$ cat config.mk
export PLATFORM = sky130hd
export DESIGN_NAME = uart_rx_parity
export DESIGN_NICKNAME = d
export VERILOG_FILES = /design/src/rtl/uart_pkg.sv /design/src/rtl/uart_sync2.sv /design/src/rtl/uart_rx_parity.sv
export SDC_FILE = /design/constraint.sdc
export NUM_CORES = 1
export LEC_CHECK = 0
export CAP_MARGIN = 10
export CORE_ASPECT_RATIO = 1.1
export CORE_MARGIN = 8
export CORE_UTILIZATION = 55
export CTS_CLUSTER_DIAMETER = 120
export DETAILED_ROUTE_END_ITERATION = 8
export GPL_ROUTABILITY_DRIVEN = 0
export PLACE_DENSITY = 0.73
export SLEW_MARGIN = 5
export SYNTH_ARGS = -nofsm -noshare
export SYNTH_HDL_FRONTEND = slang
export SYNTH_SLANG_ARGS = --single-unit
$ cat constraint.sdc
create_clock -name clk -period 2.1 [get_ports clk]
set_input_delay 0.315 -clock clk [delete_from_list [all_inputs] [get_ports clk]]
set_output_delay 0.315 -clock clk [all_outputs]
set_load 0.005 [all_outputs]
$ cat src/rtl/uart_pkg.sv
// Shared UART constants: receiver FSM state encoding, oversample default,
// parity selectors and the nominal clock/baud figures the baud generator uses.
package uart_pkg;
  localparam logic [2:0] IDLE   = 3'd0;
  localparam logic [2:0] START  = 3'd1;
  localparam logic [2:0] DATA   = 3'd2;
  localparam logic [2:0] PARITY = 3'd3;
  localparam logic [2:0] STOP   = 3'd4;

  localparam int OVERSAMPLE_DFLT = 16;

  localparam bit PARITY_EVEN = 1'b0;
  localparam bit PARITY_ODD  = 1'b1;

  localparam int CLK_HZ = 50_000_000;
  localparam int BAUD   = 115_200;
endpackage

$ cat src/rtl/uart_sync2.sv
// Two-flop synchronizer for an asynchronous level input; both flops preset to 1
// on reset so an idle-high line never looks active while reset releases.
module uart_sync2 (
  input  logic clk,
  input  logic rst,
  input  logic d_i,
  output logic q_o
);
  logic meta_q;
  logic sync_q;

  always_ff @(posedge clk or posedge rst) begin
    if (rst) begin
      meta_q <= 1'b1;
      sync_q <= 1'b1;
    end else begin
      meta_q <= d_i;
      sync_q <= meta_q;
    end
  end

  assign q_o = sync_q;
endmodule

$ cat src/rtl/uart_rx_parity.sv
// UART receiver: oversampled start / DATA_BITS data (LSB first) / parity / stop.
// Define UART_RX_OVERRUN_EN to add the overrun output.
//
// state  | meaning
// IDLE   | line idle, waiting for a low sample
// START  | counting to mid start bit, rejecting glitches
// DATA   | sampling data bits mid-bit
// PARITY | sampling the parity bit
// STOP   | sampling the stop bit; result loads on the following clk
module uart_rx_parity #(
  parameter int DATA_BITS  = 8,
  parameter bit PARITY_ODD = uart_pkg::PARITY_EVEN,
  parameter int OVERSAMPLE = uart_pkg::OVERSAMPLE_DFLT
) (
  input  logic                 clk,
  input  logic                 rst,
  input  logic                 rx_en,
  input  logic                 rx,
  input  logic                 rd,
  output logic [DATA_BITS-1:0] data,
  output logic                 rdy,
  output logic                 parity_err,
  output logic                 frame_err
`ifdef UART_RX_OVERRUN_EN
  ,
  output logic                 overrun
`endif
);
  import uart_pkg::*;

  localparam int TW = $clog2(OVERSAMPLE);
  localparam int BW = $clog2(DATA_BITS);
  localparam logic [TW-1:0] TICK_MID  = TW'(OVERSAMPLE / 2 - 1);
  localparam logic [TW-1:0] TICK_LAST = TW'(OVERSAMPLE - 1);
  localparam logic [BW-1:0] BIT_LAST  = BW'(DATA_BITS - 1);

  logic                 rx_s;
  logic [2:0]           state_q, state_d;
  logic [TW-1:0]        tick_q, tick_d;
  logic [BW-1:0]        bit_q, bit_d;
  logic [DATA_BITS-1:0] shift_q, shift_d;
  logic                 par_q, par_d;
  logic                 stop_q, stop_d;
  logic                 done_q, done_d;
  logic [DATA_BITS-1:0] data_q;
  logic                 rdy_q, perr_q, ferr_q;

  uart_sync2 u_sync (
    .clk (clk),
    .rst (rst),
    .d_i (rx),
    .q_o (rx_s)
  );

  always_comb begin
    state_d = state_q;
    tick_d  = tick_q;
    bit_d   = bit_q;
    shift_d = shift_q;
    par_d   = par_q;
    stop_d  = stop_q;
    done_d  = 1'b0;
    if (rx_en) begin
      case (state_q)
        IDLE: begin
          if (!rx_s) begin
            tick_d  = '0;
            state_d = START;
          end
        end
        START: begin
          if (tick_q == TICK_MID) begin
            tick_d  = '0;
            bit_d   = '0;
            state_d = rx_s ? IDLE : DATA;
          end else begin
            tick_d = tick_q + TW'(1);
          end
        end
        DATA: begin
          // tick counter wraps to zero on its own at each mid-bit sample
          tick_d = tick_q + TW'(1);
          if (tick_q == TICK_LAST) begin
            shift_d = {rx_s, shift_q[DATA_BITS-1:1]};
            if (bit_q == BIT_LAST) begin
              bit_d   = '0;
              state_d = PARITY;
            end else begin
              bit_d = bit_q + BW'(1);
            end
          end
        end
        PARITY: begin
          tick_d = tick_q + TW'(1);
          if (tick_q == TICK_LAST) begin
            par_d   = rx_s;
            state_d = STOP;
          end
        end
        STOP: begin
          tick_d = tick_q + TW'(1);
          if (tick_q == TICK_LAST) begin
            stop_d  = rx_s;
            done_d  = 1'b1;
            state_d = IDLE;
          end
        end
        default: state_d = IDLE;
      endcase
    end
  end

  always_ff @(posedge clk or posedge rst) begin
    if (rst) begin
      state_q <= IDLE;
      tick_q  <= '0;
      bit_q   <= '0;
      shift_q <= '0;
      par_q   <= 1'b0;
      stop_q  <= 1'b0;
      done_q  <= 1'b0;
    end else begin
      state_q <= state_d;
      tick_q  <= tick_d;
      bit_q   <= bit_d;
      shift_q <= shift_d;
      par_q   <= par_d;
      stop_q  <= stop_d;
      done_q  <= done_d;
    end
  end

  // a completing frame takes priority over a coincident rd
  always_ff @(posedge clk or posedge rst) begin
    if (rst) begin
      data_q <= '0;
      rdy_q  <= 1'b0;
      perr_q <= 1'b0;
      ferr_q <= 1'b0;
    end else if (done_q) begin
      data_q <= shift_q;
      rdy_q  <= 1'b1;
      perr_q <= ((^shift_q) ^ par_q) != PARITY_ODD;
      ferr_q <= ~stop_q;
    end else if (rd) begin
      rdy_q <= 1'b0;
    end
  end

  assign data       = data_q;
  assign rdy        = rdy_q;
  assign parity_err = perr_q;
  assign frame_err  = ferr_q;

`ifdef UART_RX_OVERRUN_EN
  logic ovr_q;

  always_ff @(posedge clk or posedge rst) begin
    if (rst) begin
      ovr_q <= 1'b0;
    end else if (rd) begin
      ovr_q <= 1'b0;
    end else if (done_q && rdy_q) begin
      ovr_q <= 1'b1;
    end
  end

  assign overrun = ovr_q;
`endif
endmodule

==> qor.txt <==
status: completed
Worst-Margin Slew: 0.467 ns
Diodes inserted: 0
Hold Violations, Final: 0
final max-slew violation count: 0
Final HPWL DP: 1960 um
max-cap viol count: 0
row count: 20
CP Class: register to register
Yosys top cell by area: dfrtp_1
clk slew on worst S/H paths: 0.10 ns
remaining global-route overflow: 0
sequential share of the synthesized area: 53.4%
multiplexer share of the synthesized area: 16.8%
syn nets: 133
Resized cells post-CTS: 0
DIE WIDTH: 67.4 um
Post-Syn Area: 1600 um2
H-tree depth: 2
asr flop ratio synth: 100%
VDD IR max: 0.000715 V
root buf cell: clkbuf_4
Crit path required time: 2.31 ns
first-pass GRT wire length: 4820 um
Synth area leaders: dfrtp_1 (50%), mux2_2 (16%), dfstp_2 (3.3%)
synth unique cells: 36
Starting Density: 57.6%
Post-synth top flop: dfrtp_1
simple-gate share of the synthesized area: 10.0%
CTS tree: yes
crit share post-route: 89.4%
post-route insts no fill: 178
total negative slack: 0 ns
Commonest cells post-synth: dfrtp_1 (32), mux2_2 (23), inv_1 (7)
Startpoint Class: register
vias in the first global route: 1036
Area after DPL: 1760 um2
Crit. End Element: register
Final Critical Period: 1.88 ns
most frequent cell after synthesis: dfrtp_1
Synth top area share: 50.1%
via count: 1006
final core utilization: 65.6%
core area: 2780 um2
clk sinks: 34
Die Height: 72.6 um
placed cells: 170
die footprint: 4890 um2
adder-cell area share of the yosys netlist: 2.35%
RSZ-0062 raised after global routing: false
Synth Area per Inst: 12.8 um2
port bufs: 15
post-route ant nets: 0
Initial DRT Pass Iterations: 4
Layout area overhead: 14.0%
Clock Skew: 0.00946 ns
worst skew pair latency: 0.33 ns
io pins: 16
WP data arrival: 2.09 ns
post-route cell area: 1820 um2
main combinational cell family by area after synthesis: multiplexers
post-synthesis xor/xnor area fraction: 5.24%
initial antenna violation count: 0
Max FO, Critical Path: 14
Fillers: 209
fin nets: 152
largest net degree at the start of global routing: 35
Setup Buffers After CTS: 0
YS warnings: 0
Syn Inst Count: 125
EDFF count, synth: 0
GRT Total Usage: 13.0%
CTS Buf Count: 5
FF+latch count, synth: 34
worst setup margin: 0.224 ns
Clock Path Buffers: 2
slew margin rel.: 68.9%
dpl ws: 0.100 ns
LEAKAGE: 0.857 nW
Wirelength per Cell: 15.1 um
Achievable Freq: 533 MHz
Final Setup Violations: 0
1st-iter DRT viols: 16
Min-Delay Path Class: register to register
DRC: 0
Compound-Gate Fraction of Synth Area: 8.45%
PwrDens: 965 nW/um2
CTS Hold Bufs: 0
share of cells above drive strength 1: 24.1%
drt total wl: 2690 um
vias per inst: 5.65
[worst max-delay path, stage by stage (launching register included)]
cell and delay [ns]:
dfrtp_1 0.64, inv_1 0.16, a41oi_1 0.41, nand2_1 0.16, a221o_1 0.38
[routing by layer]
metal	vias up	wire [um]	GRT usage, %
met2	19	1380	21.1
met4	0	48	7.67
met3	6	124	3.39
li1	487	-	-
met5	-	0	0
met1	494	1140	14.9
[flip-flops by register name (all words and copies together), names as in the netlist]
signal and count:
tick_q 4, rdy 1, shift_q 8, parity_err 1, done_q 1, state_q 3, u_sync.meta_q 1, stop_q 1
bit_q 3, frame_err 1, par_q 1, u_sync.q_o 1, data 8
[layout make-up]
type	instances	area [um2]	share of cell area [%]
clock buffers	8	58.8	3.23
inverters	7	26.3	1.44
well taps	33	41.3	2.26
multi-input cells	80	686	37.6
repair buffers	16	158	8.65
flip-flops and latches	34	853	46.8
[cell families after synthesis]
| kind of cell | after synthesis |
|---|---|
| buf+inv | 11 |
| mux | 24 |
| fa+ha+maj | 3 |
| xor+xnor | 8 |
| simple gates | 26 |
| compound gates | 19 |
| flops | 34 |
[where the power goes]
part	internal [mW]	switching, mW
clock network	0.165	0.206
logic	0.293	0.198
registers	0.761	0.135
[worst paths after layout]
| check | startpoint | slack (ns) | depth (start not counted) | endpoint |
|---|---|---|---|---|
| min | u_sync.meta_q$_DFF_PP1_ | 0.36 | 0 | u_sync.q_o$_DFF_PP1_ |
| min reg2reg | u_sync.meta_q$_DFF_PP1_ | 0.36 | 0 | u_sync.q_o$_DFF_PP1_ |
| max reg2reg | state_q[0]$_DFFE_PP0P_ | 0.22 | 4 | tick_q[3]$_DFFE_PP0P_ |
| max in group asynchronous | rst | 1.40 | 3 | u_sync.meta_q$_DFF_PP1_ |
| min in group asynchronous | rst | 0.37 | 3 | state_q[1]$_DFFE_PP0P_ |
| max | state_q[0]$_DFFE_PP0P_ | 0.22 | 4 | tick_q[3]$_DFFE_PP0P_ |
[cells in the final DEF, fill, tap and decap left out, types with 3 or more instances in the layout]
cell | Yosys | final
dfrtp_1 | 32 | 32
mux2_2 | 23 | 23
clkdlybuf4s50_1 | 0 | 15
inv_1 | 7 | 7
nand2_1 | 6 | 6
xnor2_1 | 6 | 6
clkbuf_4 | 0 | 5
nor2_1 | 4 | 4
a31oi_1 | 4 | 4
o21ai_0 | 3 | 3
o31ai_1 | 3 | 3
ha_1 | 3 | 3
[through the flow]
step | hold WS, ns | power [mW]
after CTS | 0.364 | 1.78
final | 0.362 | 1.76
after global placement | 0.348 | 1.38
after floorplan | 0.319 | 1.32
after global routing | 0.371 | 1.88
after detailed placement | 0.348 | 1.40
Power figures use the tool's default switching activity.
